[src/rtl/warp_barrier_ctl.sv]
`default_nettype none
// ============================================================================
//  Module      : warp_barrier_ctl
//  Description : Per-core warp barrier controller. Collects warp arrivals
//                per barrier id, holds arriving warps stalled, releases the
//                collected mask when the barrier completes, and hands global
//                barriers off to the cluster barrier over a req/rsp pair.
//  Revision    : 1.0 - initial release
// ============================================================================
module warp_barrier_ctl #(
    parameter int NUM_WARPS    = 4,
    parameter int NUM_BARRIERS = 4,
    parameter int NUM_CORES    = 4,
    parameter int NW_WIDTH     = (NUM_WARPS > 1) ? $clog2(NUM_WARPS) : 1,
    parameter int NB_WIDTH     = (NUM_BARRIERS > 1) ? $clog2(NUM_BARRIERS) : 1,
    parameter int NC_WIDTH     = (NUM_CORES > 1) ? $clog2(NUM_CORES) : 1,
    parameter int SZ_WIDTH     = (NW_WIDTH > NC_WIDTH) ? NW_WIDTH : NC_WIDTH
) (
    input  logic                 clk,
    input  logic                 reset,

    // Arrival request from warp control
    input  logic                 req_valid,
    output logic                 req_ready,
    input  logic [NW_WIDTH-1:0]  req_wid,
    input  logic [NB_WIDTH-1:0]  req_id,
    input  logic                 req_is_global,
    input  logic [SZ_WIDTH-1:0]  req_size_m1,
    input  logic                 req_is_noop,

    // Release to the scheduler
    output logic                 release_valid,
    output logic [NUM_WARPS-1:0] release_wmask,
    output logic [NUM_WARPS-1:0] stalled_wmask,

    // Cluster-level barrier handshake
    output logic                 gbar_req_valid,
    input  logic                 gbar_req_ready,
    output logic [NB_WIDTH-1:0]  gbar_req_id,
    output logic [SZ_WIDTH-1:0]  gbar_req_size_m1,
    input  logic                 gbar_rsp_valid,
    input  logic [NB_WIDTH-1:0]  gbar_rsp_id
);

    typedef enum logic [1:0] {
        ST_IDLE    = 2'd0,
        ST_COLLECT = 2'd1,
        ST_GREQ    = 2'd2,
        ST_GWAIT   = 2'd3
    } state_e;

    // Per-barrier entry state
    state_e                state_q  [NUM_BARRIERS];
    state_e                state_d  [NUM_BARRIERS];
    logic [NW_WIDTH:0]     count_q  [NUM_BARRIERS];
    logic [NW_WIDTH:0]     count_d  [NUM_BARRIERS];
    logic [NUM_WARPS-1:0]  wmask_q  [NUM_BARRIERS];
    logic [NUM_WARPS-1:0]  wmask_d  [NUM_BARRIERS];
    logic                  glob_q   [NUM_BARRIERS];
    logic                  glob_d   [NUM_BARRIERS];
    logic [SZ_WIDTH-1:0]   size_q   [NUM_BARRIERS];
    logic [SZ_WIDTH-1:0]   size_d   [NUM_BARRIERS];

    // Registered release outputs
    logic                  rel_valid_q;
    logic                  rel_valid_d;
    logic [NUM_WARPS-1:0]  rel_mask_q;
    logic [NUM_WARPS-1:0]  rel_mask_d;

    // Combinational helpers
    logic                  w_ready;
    logic                  w_accept;
    logic [NUM_WARPS-1:0]  w_wid_onehot;
    logic                  w_gsel_found;
    logic [NB_WIDTH-1:0]   w_gsel_id;
    logic [SZ_WIDTH-1:0]   w_gsel_size;
    logic [NUM_WARPS-1:0]  w_stalled;

    assign w_wid_onehot = NUM_WARPS'(1) << req_wid;

    // Arrivals are back-pressured only while the addressed id is in its global phase
    always_comb begin
        w_ready = 1'b1;
        for (int b = 0; b < NUM_BARRIERS; b++) begin
            if ((req_id == NB_WIDTH'(b)) &&
                ((state_q[b] == ST_GREQ) || (state_q[b] == ST_GWAIT))) begin
                w_ready = 1'b0;
            end
        end
    end

    assign w_accept = req_valid && w_ready;

    // Fixed-priority pick of the lowest id waiting to present a global request
    always_comb begin
        w_gsel_found = 1'b0;
        w_gsel_id    = '0;
        w_gsel_size  = '0;
        for (int b = 0; b < NUM_BARRIERS; b++) begin
            if (!w_gsel_found && (state_q[b] == ST_GREQ)) begin
                w_gsel_found = 1'b1;
                w_gsel_id    = NB_WIDTH'(b);
                w_gsel_size  = size_q[b];
            end
        end
    end

    // Stalled warps are exactly the union of all collected entry masks
    always_comb begin
        w_stalled = '0;
        for (int b = 0; b < NUM_BARRIERS; b++) begin
            w_stalled = w_stalled | wmask_q[b];
        end
    end

    // Next-state for every entry plus the release pulse
    always_comb begin
        rel_valid_d = 1'b0;
        rel_mask_d  = '0;
        for (int b = 0; b < NUM_BARRIERS; b++) begin
            state_d[b] = state_q[b];
            count_d[b] = count_q[b];
            wmask_d[b] = wmask_q[b];
            glob_d[b]  = glob_q[b];
            size_d[b]  = size_q[b];
        end

        for (int b = 0; b < NUM_BARRIERS; b++) begin
            logic                 eff_glob;
            logic [SZ_WIDTH-1:0]  eff_size;
            logic [NUM_WARPS-1:0] new_mask;
            int                   thresh;

            // Flags come from the first arrival; later arrivals reuse the latched copy
            eff_glob = (state_q[b] == ST_IDLE) ? req_is_global : glob_q[b];
            eff_size = (state_q[b] == ST_IDLE) ? req_size_m1   : size_q[b];
            new_mask = wmask_q[b] | w_wid_onehot;
            thresh   = eff_glob ? (NUM_WARPS - 1) : int'(eff_size);

            // Cluster accepted the presented global request
            if (w_gsel_found && gbar_req_ready && (w_gsel_id == NB_WIDTH'(b))) begin
                state_d[b] = ST_GWAIT;
            end

            // Cluster released a barrier this entry is waiting on
            if (gbar_rsp_valid && (gbar_rsp_id == NB_WIDTH'(b)) &&
                (state_q[b] == ST_GWAIT)) begin
                rel_valid_d = 1'b1;
                rel_mask_d  = rel_mask_d | wmask_q[b];
                state_d[b]  = ST_IDLE;
                count_d[b]  = '0;
                wmask_d[b]  = '0;
            end

            // Arrival; the ready gate keeps this disjoint from the global phases above
            if (w_accept && !req_is_noop && (req_id == NB_WIDTH'(b)) &&
                ((wmask_q[b] & w_wid_onehot) == '0)) begin
                glob_d[b] = eff_glob;
                size_d[b] = eff_size;
                if (int'(count_q[b]) == thresh) begin
                    if (eff_glob) begin
                        state_d[b] = ST_GREQ;
                        wmask_d[b] = new_mask;
                    end else begin
                        rel_valid_d = 1'b1;
                        rel_mask_d  = rel_mask_d | new_mask;
                        state_d[b]  = ST_IDLE;
                        count_d[b]  = '0;
                        wmask_d[b]  = '0;
                    end
                end else begin
                    state_d[b] = ST_COLLECT;
                    count_d[b] = count_q[b] + (NW_WIDTH+1)'(1);
                    wmask_d[b] = new_mask;
                end
            end
        end
    end

    // Entry and release registers; reset discards all pending barriers silently
    always_ff @(posedge clk) begin
        if (reset) begin
            for (int b = 0; b < NUM_BARRIERS; b++) begin
                state_q[b] <= ST_IDLE;
                count_q[b] <= '0;
                wmask_q[b] <= '0;
                glob_q[b]  <= 1'b0;
                size_q[b]  <= '0;
            end
            rel_valid_q <= 1'b0;
            rel_mask_q  <= '0;
        end else begin
            for (int b = 0; b < NUM_BARRIERS; b++) begin
                state_q[b] <= state_d[b];
                count_q[b] <= count_d[b];
                wmask_q[b] <= wmask_d[b];
                glob_q[b]  <= glob_d[b];
                size_q[b]  <= size_d[b];
            end
            rel_valid_q <= rel_valid_d;
            rel_mask_q  <= rel_mask_d;
        end
    end

    assign req_ready        = w_ready;
    assign release_valid    = rel_valid_q;
    assign release_wmask    = rel_mask_q;
    assign stalled_wmask    = w_stalled;
    assign gbar_req_valid   = w_gsel_found;
    assign gbar_req_id      = w_gsel_id;
    assign gbar_req_size_m1 = w_gsel_size;

endmodule
`default_nettype wire
[config.mk]
export PLATFORM = sky130hd
export DESIGN_NAME = warp_barrier_ctl
export DESIGN_NICKNAME = d
export VERILOG_FILES = /design/src/rtl/warp_barrier_ctl.sv
export SDC_FILE = /design/constraint.sdc
export NUM_CORES = 1
export LEC_CHECK = 0
export BUFFER_PORTS_ARGS = -buffer_cell sky130_fd_sc_hd__clkbuf_2
export CAP_MARGIN = 25
export CORE_MARGIN = 3
export CORE_UTILIZATION = 47
export DETAILED_ROUTE_END_ITERATION = 12
export PLACE_DENSITY = 0.68
export REMOVE_ABC_BUFFERS = 1
export SYNTH_ARGS = -nofsm -noshare
export SYNTH_HDL_FRONTEND = slang
export SYNTH_SLANG_ARGS = --single-unit
[constraint.sdc]
create_clock -name clk -period 1.9 [get_ports clk]
set_clock_uncertainty 0.05 [all_clocks]
set_input_delay 0.285 -clock clk [delete_from_list [all_inputs] [get_ports clk]]
set_output_delay 0.285 -clock clk [all_outputs]
set_load 0.1 [all_outputs]
## Yosys cells after proc, flatten, opt, wreduce, memory -nomap -nowiden

Memories as Yosys holds them, arrays and structs flattened.
Cells that the tools add are included.
Widths: inputs -> output; s select.

| cells by class | value |
|---|---|
| add/subtract/negate cells | 4 |
| eq/ne operators | 21 |
| shift operators | 1 |
| mux-type cells | 142 |
| bitwise gates (word level) | 38 |
| reductions and logical operators | 49 |

Operators with widths:

| cell | number |
|---|---|
| $mux 4 | 36 |
| $mux 2 | 46 |
| $mux 3 | 20 |
| $or 4x4->4 | 14 |
| $mux 1 | 40 |
| $logic_and 1x1->1 | 30 |
| $eq 2x2->1 const B | 14 |
| $or 1x1->1 | 20 |
| $and 4x4->4 | 4 |
| $logic_not 4->1 | 4 |
| $logic_not 2->1 | 7 |
| $add 3x1->3 const B | 4 |
| $eq 3x2->1 | 4 |
| $eq 2x1->1 const B | 3 |
| $logic_not 1->1 | 4 |
| $logic_or 1x1->1 | 4 |
| $shl 1x2->4 const A | 1 |

| storage, ports and cells | value |
|---|---|
| bits in registers | 5 |
| RAM bits | 48 |
| input bits | 15 |
| output and inout bits | 15 |
| logic and storage cells | 262 |
| memories | 5 |

Memory list:

| memory | depth | bits a word | read ports | clocked after Yosys merged registers in | wr ports | RTL line | source |
|---|---|---|---|---|---|---|---|
| wmask_q | 4 | 4 | 4 | 0 | 4 | 57 | `logic [NUM_WARPS-1:0] wmask_q [NUM_BARRIERS];` |
| count_q | 4 | 3 | 4 | 0 | 4 | 55 | `logic [NW_WIDTH:0] count_q [NUM_BARRIERS];` |
| size_q | 4 | 2 | 4 | 0 | 4 | 61 | `logic [SZ_WIDTH-1:0] size_q [NUM_BARRIERS];` |
| state_q | 4 | 2 | 4 | 0 | 4 | 53 | `state_e state_q [NUM_BARRIERS];` |
| glob_q | 4 | 1 | 4 | 0 | 4 | 59 | `logic glob_q [NUM_BARRIERS];` |

## Logic depth before layout (Yosys ltp)

An unclocked memory read counts as a cell.

| logic depth | value |
|---|---|
| depth after elaboration | 31 |
| gate-level depth with buffers | 8 |
| mapped depth without buffers | 6 |

## Worst setup path after synthesis

No wires, ideal clock.

| path | value |
|---|---|
| kind | reg2out |
| start point | memory state_q[1][1] (netlist name) |
| end point | output port gbar_req_id[0] |
| data arrival time | 2.933 ns |
| data required time | 1.565 ns |
| setup slack | -1.368 ns |
| stages on the path, launching flop included | 4 |
| path buffers | 1 |
| cell sequence | dfxtp_1 -> buf_1 -> nand2b_1 -> o21ai_0 |

RTL lines:

| what | RTL line | source |
|---|---|---|
| from (decl) | 53 |  |
| to (decl) | 39 | `output logic [NB_WIDTH-1:0] gbar_req_id,` |

==> out/qor.csv <==
stage,metric,value,unit
power,power-per-cell-area,469,nW/um^2
place,dpl_cell_area,4430,sq um
clock_tree,cts_hold_buf,0,
detailed_routing,vias_per_cell,6.67,
grt,grt_pass1_wl,20600,um
critical_path,r2r_setup_slack,-460,ps
final_layout,nFillCells,394,
worst_hold_path,hp-class,in2reg,
timing,rsz0062_at_grt,yes,
worst_hold_path,min_from,req_size_m1[1],
critical_path,cp_slowest_cell,mux4_2,
timing,worstMarginPinSlew,580,ps
detailed_routing,dr.pass1.iters,9,
job,cap_violations,0,
critical_path,critical_path.max_fanout,5,
critical_path,start_kind,flip-flop,
die,die_h,91.5,um
critical_path,arrival,2560,ps
synthesis,syn_avg_cell_area,8.31,sq um
clock_tree,ctsHtreeMaxLevel,2,
critical_path,crit_top_cell,buf_4,
timing,fmax,0.424,GHz
timing,whs,297,ps
power,max-vdd-ir-drop,0.389,mV
synthesis,syn_inst,414,
synthesis,yosys.area_share.adder,0.0146,
die,ios,30,
synthesis,syn_area,3440,sq um
clock_tree,clkLatencyLatePin,320,ps
die,die-area,8380,sq um
timing,setup_slack,-460,ps
critical_path,worstSetupPathType,reg2reg,
die,num_rows,30,
clock_tree,ctsRootBufferMaster,clkbuf_8,
die,coreArea,6940,sq um
synthesis,synth-edff-count,0,
timing,finalHoldViolCount,0,
critical_path,required,2100,ps
synthesis,synth_top_family_by_area,simple AND/OR/NAND/NOR gates,
synthesis,synthXorXnorAreaFrac,0.0153,
grt,antenna_found_initial,0,
detailed_routing,wl,15300,um
clock_tree,cts.sinks,53,
worst_hold_path,hold-path-endpoint,size_q[0][1],
synthesis,synth-simple-area-share,0.312,
synthesis,synth_async_sr_flop_share,0,
detailed_routing,wl_per_cell,23.4,um
timing,min_period,2360,ps
place,dpl.cell_count,611,
critical_path,r2r_start,wmask_q[2][1],
grt,overflow,0,
grt,track_usage,0.308,
final_layout,n_antenna_cell,0,
detailed_routing,drt-initial-drc-count,608,
grt,grt_pass1_vias,4175,
critical_path,r2r-end,release_valid,
final_layout,stdcell_count,655,
critical_path,max_stage_delay,570,ps
final_layout,syn2layout_area_growth,62.7,%
detailed_routing,antenna_left,0,
synthesis,ys_types,64,
final_layout,final_util,0.806,
critical_path,crit_buf_inv,3,
critical_path,r2r_cells,9,
synthesis,muxShareOfSynthArea,0.0684,
die,start_util,0.495,
clock_tree,cts_made_buffers,5,
place,dp_hpwl,8440,um
timing,max_slew_margin,0.613,
synthesis,ys_warn_count,0,
worst_hold_path,hold_depth,3,
run_status,violations,setup timing,
power,finalPower,2630,uW
place,place.gp.congestion,0.984,
synthesis,synth_compound_area_frac,0.238,
place,port_buffers,29,
clock_tree,cts_max_path_buffers,2,
die,die_w,91.5,um
detailed_routing,drc_errors,0,
critical_path,critPathCaptureType,flip-flop,
grt,grt_max_degree,17,
final_layout,nets,577,
critical_path,critPathTopFamily,multiplexers,
timing,final-max-slew-violation-count,0,
power,p_leak,0.00221,uW
clock_tree,cts_tree,done,
run_status,status,"finished, violations left",
timing,timing.final.crit_share,1.24,
synthesis,synth-seq-cells,53,
critical_path,crit_chain,mux4_2 > nor4b_2 > buf_4 > buf_6 > nand2_8 > a21oi_4 > buf_4 > a21oi_1 > a31oi_1,
detailed_routing,routed-via-count,4368,
timing,setup-violations-final,45,
final_layout,drive_above_1_share,0.524,
final_layout,design_area,5600,sq um
clock_tree,cts.clk_slew.worst_paths,100,ps
synthesis,ys_seq_area_frac,0.308,
synthesis,synthFlopType,dfxtp_1,
## cells in the mapped netlist (7+ instances only)
master    number  share of area
dfxtp_1       53           0.31
nor2_1        52          0.057
nand2_1       23          0.025
a21oi_1       20          0.029
a22oi_1       19          0.041
clkbuf_1      15          0.016
o211ai_1      15          0.033
nor3b_1       12          0.026
o21ai_0       12          0.017
and2_1        11          0.020
mux2i_1       10          0.029
nand2b_1       9          0.016
nand3_1        9          0.013
nor3_1         9          0.013
a31oi_1        8          0.015
inv_1          8         0.0087
a211oi_1       7          0.015
nand4_1        7          0.013
## area by class of cell
| class | instances | area (sq um) | share of cell area |
|---|---|---|---|
| clock buffer | 5 | 68.8 | 0.0123 |
| clock inverter | 3 | 65.1 | 0.0116 |
| inverter | 9 | 33.8 | 0.00604 |
| multi-input combinational | 326 | 2830 | 0.505 |
| sequential | 53 | 1080 | 0.194 |
| tap | 96 | 120 | 0.0215 |
| timing repair buffer | 163 | 1400 | 0.250 |
## placed cells by master (no fill, tap or decap), types with 9 or more instances in the layout
master      n
a21oi_1    11
a22oi_1    19
buf_12      9
buf_4     110
buf_6      24
clkbuf_2   19
dfxtp_1    42
mux2i_1     9
nand2_1    16
nor2_1     47
o211ai_1   15
## state kept, by name (all words and copies together), names as in the netlist
| name | flops |
|---|---|
| glob_q | 4 |
| state_q | 8 |
| release_valid | 1 |
| size_q | 8 |
| count_q | 12 |
| wmask_q | 16 |
| release_wmask | 4 |
## worst reg2reg max path, stage by stage (launching register included)
cell	delay, ps
dfxtp_1	400
mux4_2	570
nor4b_2	280
buf_4	180
buf_6	110
nand2_8	50
a21oi_4	280
buf_4	180
a21oi_1	40
a31oi_1	150
## through the flow
step | setup WS (ps) | setup TNS [ps]
finish | -460 | -8700
global route | -504 | -11150
CTS | -266 | -2370
detailed placement | -363 | -13310
global placement | -299 | -11100
floorplan | -1230 | -11940
## what timing repair did
action                                  4_1_cts  5_1_grt
endpoints found under the setup margin       51       55
resized for setup                           131       62
endpoints found under the hold margin         0        0
buffers inserted                             26       19
pin swaps                                    52       40
## cells by family after synthesis
kind of cell	after synthesis
muxes	17
buffers and inverters	35
and+or+nand+nor	185
AOI/OAI and AO/OA	114
xor gates and xnor gates	6
adders and majority gates	4
DFF	53
## report_power, final
group          leakage (uW)  internal, uW  switching, uW
clock network     0.0000681           524            407
registers          0.000435          1120           23.1
logic               0.00171           247            303
total               0.00221          1890            733
## worst max-delay path by stage
stage,from,end,slack (ps),cells after the start
detailed placement,req_wid[0],count_q[3][0],-360,8
finish,wmask_q[2][1],release_valid,-460,9
global placement,req_wid[0],count_q[2][0],-300,8
floorplan,state_q[1][1],gbar_req_id[0],-1230,2
CTS,state_q[0][1],gbar_req_size_m1[1],-270,6
global route,wmask_q[2][1],release_valid,-500,9
## per-layer routing
layer	routed length (um)	track usage	up-vias	share of wire
li1	-	-	1858	-
met1	5490	0.371	2072	0.36
met2	7240	0.508	333	0.47
met3	1520	0.0762	105	0.099
met4	1060	0.151	0	0.069
met5	0	0	-	0
Power figures use the tool's default switching activity.
